File: src/rtl/load_store_unit_if.sv
// load_store_unit_if: request/response handshake plus data-memory port of the
// load/store unit. The slave modport is the unit itself; the master modport is
// its environment (execute stage on the request side, memory on the mem side).
interface load_store_unit_if;
  logic        req_valid;
  logic        req_ready;
  logic        req_we;
  logic [2:0]  req_funct3;
  logic [31:0] req_addr;
  logic [31:0] req_wdata;
  logic        rsp_valid;
  logic [31:0] rsp_data;
  logic        rsp_err;
  logic        mem_en;
  logic        mem_rw;
  logic [31:0] mem_addr;
  logic [31:0] mem_din;
  logic [31:0] mem_dout;

  modport slave (
    input  req_valid, req_we, req_funct3, req_addr, req_wdata, mem_dout,
    output req_ready, rsp_valid, rsp_data, rsp_err,
           mem_en, mem_rw, mem_addr, mem_din
  );

  modport master (
    output req_valid, req_we, req_funct3, req_addr, req_wdata, mem_dout,
    input  req_ready, rsp_valid, rsp_data, rsp_err,
           mem_en, mem_rw, mem_addr, mem_din
  );
endinterface

File: src/rtl/load_store_unit.sv
// load_store_unit: turns RISC-V LB/LH/LW/LBU/LHU/SB/SH/SW requests into word
// accesses on a word-addressed data memory. Sub-word stores are done as
// read-modify-write; misaligned or illegal requests answer with rsp_err and
// touch no memory. One request is in flight at a time.
// Optional feature macro: LSU_RANGE_CHECK_EN (reject word index >= MEM_WORDS).
module load_store_unit #(
  parameter int MEM_WORDS = 21
) (
  input logic              CLK,
  input logic              RST_N,
  load_store_unit_if.slave bus
);

  typedef enum logic [2:0] {IDLE, RD, CAP, WR, RSP} state_e;

  localparam logic [2:0] F3_B  = 3'b000;
  localparam logic [2:0] F3_H  = 3'b001;
  localparam logic [2:0] F3_W  = 3'b010;
  localparam logic [2:0] F3_BU = 3'b100;
  localparam logic [2:0] F3_HU = 3'b101;

`ifdef LSU_RANGE_CHECK_EN
  localparam logic [29:0] MemWordsIdx = 30'(MEM_WORDS);
`endif

  state_e      state_q, state_d;
  logic        we_q, we_d;
  logic [2:0]  funct3_q, funct3_d;
  logic [1:0]  lane_q, lane_d;
  logic [15:0] wdata_q, wdata_d;
  logic [31:0] mem_addr_q, mem_addr_d;
  logic [31:0] mem_din_q, mem_din_d;
  logic [31:0] rsp_data_q, rsp_data_d;
  logic        rsp_err_q, rsp_err_d;
  logic        accept;
  logic        req_err;

  // Pick the addressed byte/halfword out of a memory word and extend it.
  function automatic logic [31:0] extract_load(input logic [31:0] word,
                                               input logic [2:0]  f3,
                                               input logic [1:0]  lane);
    logic [7:0]  b;
    logic [15:0] h;
    b = word[{lane, 3'b000} +: 8];
    h = lane[1] ? word[31:16] : word[15:0];
    case (f3)
      F3_B:    extract_load = {{24{b[7]}}, b};
      F3_H:    extract_load = {{16{h[15]}}, h};
      F3_BU:   extract_load = {24'h0, b};
      F3_HU:   extract_load = {16'h0, h};
      default: extract_load = word;
    endcase
  endfunction

  // Overlay the store byte/halfword on the word read back from memory.
  function automatic logic [31:0] merge_store(input logic [31:0] word,
                                              input logic [2:0]  f3,
                                              input logic [1:0]  lane,
                                              input logic [15:0] wdata);
    logic [31:0] r;
    r = word;
    if (f3 == F3_B) begin
      r[{lane, 3'b000} +: 8] = wdata[7:0];
    end else if (lane[1]) begin
      r[31:16] = wdata;
    end else begin
      r[15:0] = wdata;
    end
    merge_store = r;
  endfunction

  assign accept = bus.req_valid && (state_q == IDLE);

  // Classify the presented request as legal or erroneous.
  always_comb begin
    req_err = 1'b0;
    case (bus.req_funct3)
      F3_B:    req_err = 1'b0;
      F3_H:    req_err = bus.req_addr[0];
      F3_W:    req_err = |bus.req_addr[1:0];
      F3_BU:   req_err = bus.req_we;
      F3_HU:   req_err = bus.req_we | bus.req_addr[0];
      default: req_err = 1'b1;
    endcase
`ifdef LSU_RANGE_CHECK_EN
    if (bus.req_addr[31:2] >= MemWordsIdx) begin
      req_err = 1'b1;
    end
`endif
  end

  // State register; reset aborts any transaction in flight.
  always_ff @(posedge CLK or negedge RST_N) begin
    if (!RST_N) begin
      state_q <= IDLE;
    end else begin
      state_q <= state_d;
    end
  end

  // Next-state: errors answer at once, SW writes directly, loads and
  // sub-word stores read first.
  always_comb begin
    state_d = state_q;
    case (state_q)
      IDLE: begin
        if (accept) begin
          if (req_err) begin
            state_d = RSP;
          end else if (bus.req_we && (bus.req_funct3 == F3_W)) begin
            state_d = WR;
          end else begin
            state_d = RD;
          end
        end
      end
      RD:      state_d = CAP;
      CAP:     state_d = we_q ? WR : RSP;
      WR:      state_d = RSP;
      RSP:     state_d = IDLE;
      default: state_d = IDLE;
    endcase
  end

  // Handshake and memory strobes decoded from the current state.
  always_comb begin
    bus.req_ready = (state_q == IDLE) && RST_N;
    bus.rsp_valid = (state_q == RSP);
    bus.mem_en    = (state_q == RD) || (state_q == WR);
    bus.mem_rw    = (state_q == WR);
  end

  // Datapath next values: latch the request on accept, capture or merge the
  // read word in CAP, and settle the response before entering RSP.
  always_comb begin
    we_d       = we_q;
    funct3_d   = funct3_q;
    lane_d     = lane_q;
    wdata_d    = wdata_q;
    mem_addr_d = mem_addr_q;
    mem_din_d  = mem_din_q;
    rsp_data_d = rsp_data_q;
    rsp_err_d  = rsp_err_q;
    if (accept) begin
      we_d       = bus.req_we;
      funct3_d   = bus.req_funct3;
      lane_d     = bus.req_addr[1:0];
      wdata_d    = bus.req_wdata[15:0];
      mem_addr_d = {2'b00, bus.req_addr[31:2]};
      if (req_err) begin
        rsp_data_d = 32'h0;
        rsp_err_d  = 1'b1;
      end else if (bus.req_we && (bus.req_funct3 == F3_W)) begin
        mem_din_d = bus.req_wdata;
      end
    end
    case (state_q)
      CAP: begin
        if (we_q) begin
          mem_din_d = merge_store(bus.mem_dout, funct3_q, lane_q, wdata_q);
        end else begin
          rsp_data_d = extract_load(bus.mem_dout, funct3_q, lane_q);
          rsp_err_d  = 1'b0;
        end
      end
      WR: begin
        rsp_data_d = 32'h0;
        rsp_err_d  = 1'b0;
      end
      default: begin
      end
    endcase
  end

  // Datapath registers, cleared by reset.
  always_ff @(posedge CLK or negedge RST_N) begin
    if (!RST_N) begin
      we_q       <= 1'b0;
      funct3_q   <= 3'b000;
      lane_q     <= 2'b00;
      wdata_q    <= 16'h0;
      mem_addr_q <= 32'h0;
      mem_din_q  <= 32'h0;
      rsp_data_q <= 32'h0;
      rsp_err_q  <= 1'b0;
    end else begin
      we_q       <= we_d;
      funct3_q   <= funct3_d;
      lane_q     <= lane_d;
      wdata_q    <= wdata_d;
      mem_addr_q <= mem_addr_d;
      mem_din_q  <= mem_din_d;
      rsp_data_q <= rsp_data_d;
      rsp_err_q  <= rsp_err_d;
    end
  end

  assign bus.mem_addr = mem_addr_q;
  assign bus.mem_din  = mem_din_q;
  assign bus.rsp_data = rsp_data_q;
  assign bus.rsp_err  = rsp_err_q;

endmodule

File: src/flat_wrapper.sv
// flat-port wrapper written by rule: the top's interface ports become plain ports
module load_store_unit_flat 
#(
  parameter int MEM_WORDS = 21
)
  (CLK, RST_N, bus_req_valid, bus_req_we, bus_req_funct3, bus_req_addr, bus_req_wdata, bus_mem_dout, bus_req_ready, bus_rsp_valid, bus_rsp_data, bus_rsp_err, bus_mem_en, bus_mem_rw, bus_mem_addr, bus_mem_din);
  load_store_unit_if bus_i ();
  input logic CLK;
  input logic RST_N;
  input wire logic [$bits(bus_i.req_valid)-1:0] bus_req_valid;
  input wire logic [$bits(bus_i.req_we)-1:0] bus_req_we;
  input wire logic [$bits(bus_i.req_funct3)-1:0] bus_req_funct3;
  input wire logic [$bits(bus_i.req_addr)-1:0] bus_req_addr;
  input wire logic [$bits(bus_i.req_wdata)-1:0] bus_req_wdata;
  input wire logic [$bits(bus_i.mem_dout)-1:0] bus_mem_dout;
  output wire logic [$bits(bus_i.req_ready)-1:0] bus_req_ready;
  output wire logic [$bits(bus_i.rsp_valid)-1:0] bus_rsp_valid;
  output wire logic [$bits(bus_i.rsp_data)-1:0] bus_rsp_data;
  output wire logic [$bits(bus_i.rsp_err)-1:0] bus_rsp_err;
  output wire logic [$bits(bus_i.mem_en)-1:0] bus_mem_en;
  output wire logic [$bits(bus_i.mem_rw)-1:0] bus_mem_rw;
  output wire logic [$bits(bus_i.mem_addr)-1:0] bus_mem_addr;
  output wire logic [$bits(bus_i.mem_din)-1:0] bus_mem_din;
  assign bus_i.req_valid = bus_req_valid;
  assign bus_i.req_we = bus_req_we;
  assign bus_i.req_funct3 = bus_req_funct3;
  assign bus_i.req_addr = bus_req_addr;
  assign bus_i.req_wdata = bus_req_wdata;
  assign bus_i.mem_dout = bus_mem_dout;
  assign bus_req_ready = bus_i.req_ready;
  assign bus_rsp_valid = bus_i.rsp_valid;
  assign bus_rsp_data = bus_i.rsp_data;
  assign bus_rsp_err = bus_i.rsp_err;
  assign bus_mem_en = bus_i.mem_en;
  assign bus_mem_rw = bus_i.mem_rw;
  assign bus_mem_addr = bus_i.mem_addr;
  assign bus_mem_din = bus_i.mem_din;
  load_store_unit #(.MEM_WORDS(MEM_WORDS)) u_core (.CLK(CLK), .RST_N(RST_N), .bus(bus_i));
endmodule
File: config.mk
export PLATFORM = sky130hd
export DESIGN_NAME = load_store_unit_flat
export DESIGN_NICKNAME = d
export VERILOG_FILES = /design/src/rtl/load_store_unit_if.sv /design/src/rtl/load_store_unit.sv /design/src/flat_wrapper.sv
export SDC_FILE = /design/constraint.sdc
export NUM_CORES = 1
export LEC_CHECK = 0
export ABC_AREA = 1
export CORE_MARGIN = 2
export CORE_UTILIZATION = 30
export CTS_BUF_LIST = sky130_fd_sc_hd__clkbuf_16
export DETAILED_ROUTE_END_ITERATION = 8
export GPL_ROUTABILITY_DRIVEN = 0
export GPL_TIMING_DRIVEN = 0
export PLACE_DENSITY_LB_ADDON = 0.3
export SLEW_MARGIN = 25
export SYNTH_ARGS = -nofsm -noshare
export SYNTH_HDL_FRONTEND = slang
export SYNTH_SLANG_ARGS = --single-unit
File: constraint.sdc
create_clock -name CLK -period 3.7 [get_ports CLK]
set_input_delay 0.555 -clock CLK [delete_from_list [all_inputs] [get_ports CLK]]
set_output_delay 0.555 -clock CLK [all_outputs]
set_load 0.02 [all_outputs]
==> flow_summary.toml <==
[routing]
vias = 7500
drt_pass1_iterations = 5
wl_um = 26000
drtIter0Drc = 643
wire_per_inst_um = 17.0
avgViaCountPerCell = 4.89
ant_nets = 0
drc_errors = 0

[timing]
fin_skew_ps = 8.45
grt_setup_unrepaired = "no"
finalCritPeriodShare_pct = 75.0
max-slew-margin-rel_pct = 52.2
totalNegativeSetupSlack_ps = 0
fin_crit_ps = 2780
hold_violations = 0
final_max_slew_viol_count = 0
worst_slew_pin_slew_ps = 717
setup_viol = 0
fmax_mhz = 360

[critical_path]
slowest_delay_ps = 640
cp.required_ps = 3140
cp-end-kind = "primary output"
start_kind = "input port"
slowest_stage = "clkdlybuf4s50_1"
cp_cell_sequence = "dlygate4sd3_1, buf_8, inv_1, nor2_1, clkdlybuf4s50_1"
crit_fanout = 33
crit_type = "input port to primary output"
critPathBufInv = 4
path_delay_family = "buffers and inverters"
cp.arrival_ps = 2220

[clock_tree]
cts-root-buf = "clkbuf_16"
cts_max_level = 4
cts_tree = "done"
cts_resized = 0
clk_latency_ps = 430
cts_buffer_depth = 2
clock-sinks = 120
cts_setup_buffers = 0
numCtsBuffers = 17
clk_pin_slew_ps = 60

[cells_and_area]
mostFrequentLayoutCell = "nand2_1"
finalNetCount = 1310
diodes = 0
final_area_mm2 = 0.0101
syn_to_final_growth_pct = 42.6
layout_common_cells = "nand2_1 (375), clkdlybuf4s50_1 (200), dfrtp_1 (120)"
stdcell_count = 1534
drive_gt1_share_pct = 7.74

[global_route]
met1_usage_pct = 27.7
grt_util_met3_pct = 6.36
grt_overflow = 0
grt_use_total_pct = 21.1
grt_pass1_vias = 7178
use_met2_pct = 31.6
grt-busiest-layer = "met2"
grt_pass1_wl_um = 39800
grt_max_degree = 90
antenna_found_initial = 0

[power]
total_leakage_power_nw = 4.85
finalPower_mw = 8.41
ir_drop_mv = 0.438
p_per_area_mw_per_mm2 = 835

[synth]
ys.flop_type = "dfrtp_1"
synth_edf_count = 0
ys_seq_elements = 120
synth_seq_area_share_pct = 42.5
syn_avg_cell_area_um2 = 7.21
yosys_warnings = 0
ys_top_cells_by_area = "dfrtp_1 (43%), nand2_1 (20%), nand3_1 (6.4%)"
synth_cells = 979
synth_top_area_cell = "dfrtp_1"
synth_area_mm2 = 0.00706
async_flop_share_pct = 100
synth_cell_types = 28
yosysTopAreaCellShare_pct = 42.5

[floorplan]
die_w_um = 157
initial_core_util_pct = 30.4
die_area_mm2 = 0.0248
io_pins = 204
core_area_mm2 = 0.0233
num_rows = 56
die_h_um = 157

[run]
max_cap_viol_count = 0

[placement]
io_buffers = 201
place_area_mm2 = 0.00951
dp_hpwl_um = 19800
place_inst = 1501

[outcome]
status = "finished clean"

[min_path]
hp-class = "flip-flop to flip-flop"
-- cell type report --
type / instances / area, um^2
well taps: 319 / 399
repair buffers: 203 / 2050
inverters: 76 / 285
plain buffers: 61 / 343
multi-input cells: 723 / 3430
fillers: 2439 / 13200
clock inverters: 15 / 123
flip-flops and latches: 120 / 3000
clock buffers: 17 / 425
-- cell families after synthesis --
group | Yosys count | share of synthesized area, %
simple gates | 546 | 33.6
compound gates | 170 | 14.0
buf+inv | 137 | 8.90
flops | 120 | 42.5
fa+ha+maj | 5 | 0.886
other cells | 1 | 0.0531
-- cells in the mapped netlist (2+ instances only) --
cell,number
inv_2,7
inv_1,68
dfrtp_1,120
nand4_1,3
nand2_2,4
buf_1,2
nand3_4,2
nand3_2,3
nor2_2,4
nand3b_1,30
a22oi_1,7
o21ai_0,81
o21ai_1,3
nor2_4,3
buf_4,6
a21oi_1,30
nand2_1,375
o21bai_1,8
clkbuf_1,15
buf_6,7
o211ai_1,41
buf_2,31
nand3_1,90
nor2_1,31
ha_1,5
-- power by group --
part           internal [mW]  total, mW  switching (mW)
sequential              1.89       2.25           0.366
clock                  0.967       1.59           0.622
combinational           1.76       4.57            2.80
-- worst register-to-register path, stage by stage, from the launching register on --
cell and delay, ps:
dfrtp_1 450, inv_1 140, clkbuf_1 460, ha_1 380, nor2_1 410, nand2_1 100
o211ai_1 90, nand3_1 190, nand2_1 120
-- per-layer routing --
metal / up-vias / routed length [um]
met3: 63 / 2480
li1: 3634 / -
met4: 0 / 1120
met2: 379 / 11200
met1: 3424 / 11200
met5: - / 0
-- stage by stage --
stage | util [%] | hold WS [ps] | setup slack (ps)
finish | 43.3 | 476 | 924
global route | 43.3 | 507 | 824
CTS | 43.3 | 480 | 911
detailed placement | 40.9 | 434 | 1350
global placement | 40.7 | 461 | -3070
floorplan | - | 259 | 1860
-- sequential cells by signal (all words and copies together), names as in the netlist --
register,count
u_core.funct3_q,3
u_core.we_q,1
u_core.bus.rsp_data,32
u_core.state_q,3
u_core.bus.rsp_err,1
u_core.lane_q,2
u_core.bus.mem_din,32
u_core.wdata_q,16
u_core.bus.mem_addr,30
-- final timing paths --
check / start / to / slack [ps] / depth (start not counted)
worst max register to register: u_core.lane_q[0] / u_core.bus.mem_din[30] / 1290 / 8
worst min-delay path: u_core.bus.mem_addr[5] / u_core.bus.mem_addr[5] / 480 / 2
worst min register to register: u_core.bus.mem_addr[5] / u_core.bus.mem_addr[5] / 480 / 2
min in group asynchronous: RST_N / u_core.bus.mem_addr[22] / 570 / 2
max in group asynchronous: RST_N / u_core.bus.mem_din[27] / 2380 / 3
worst max-delay path: RST_N / bus_req_ready / 920 / 5
-- timing repair --
item / in CTS / in global routing
hold buffers: 1 / 0
setup endpoints to repair: 0 / 0
hold endpoints to repair: 31 / 0
Power figures use the tool's default switching activity.
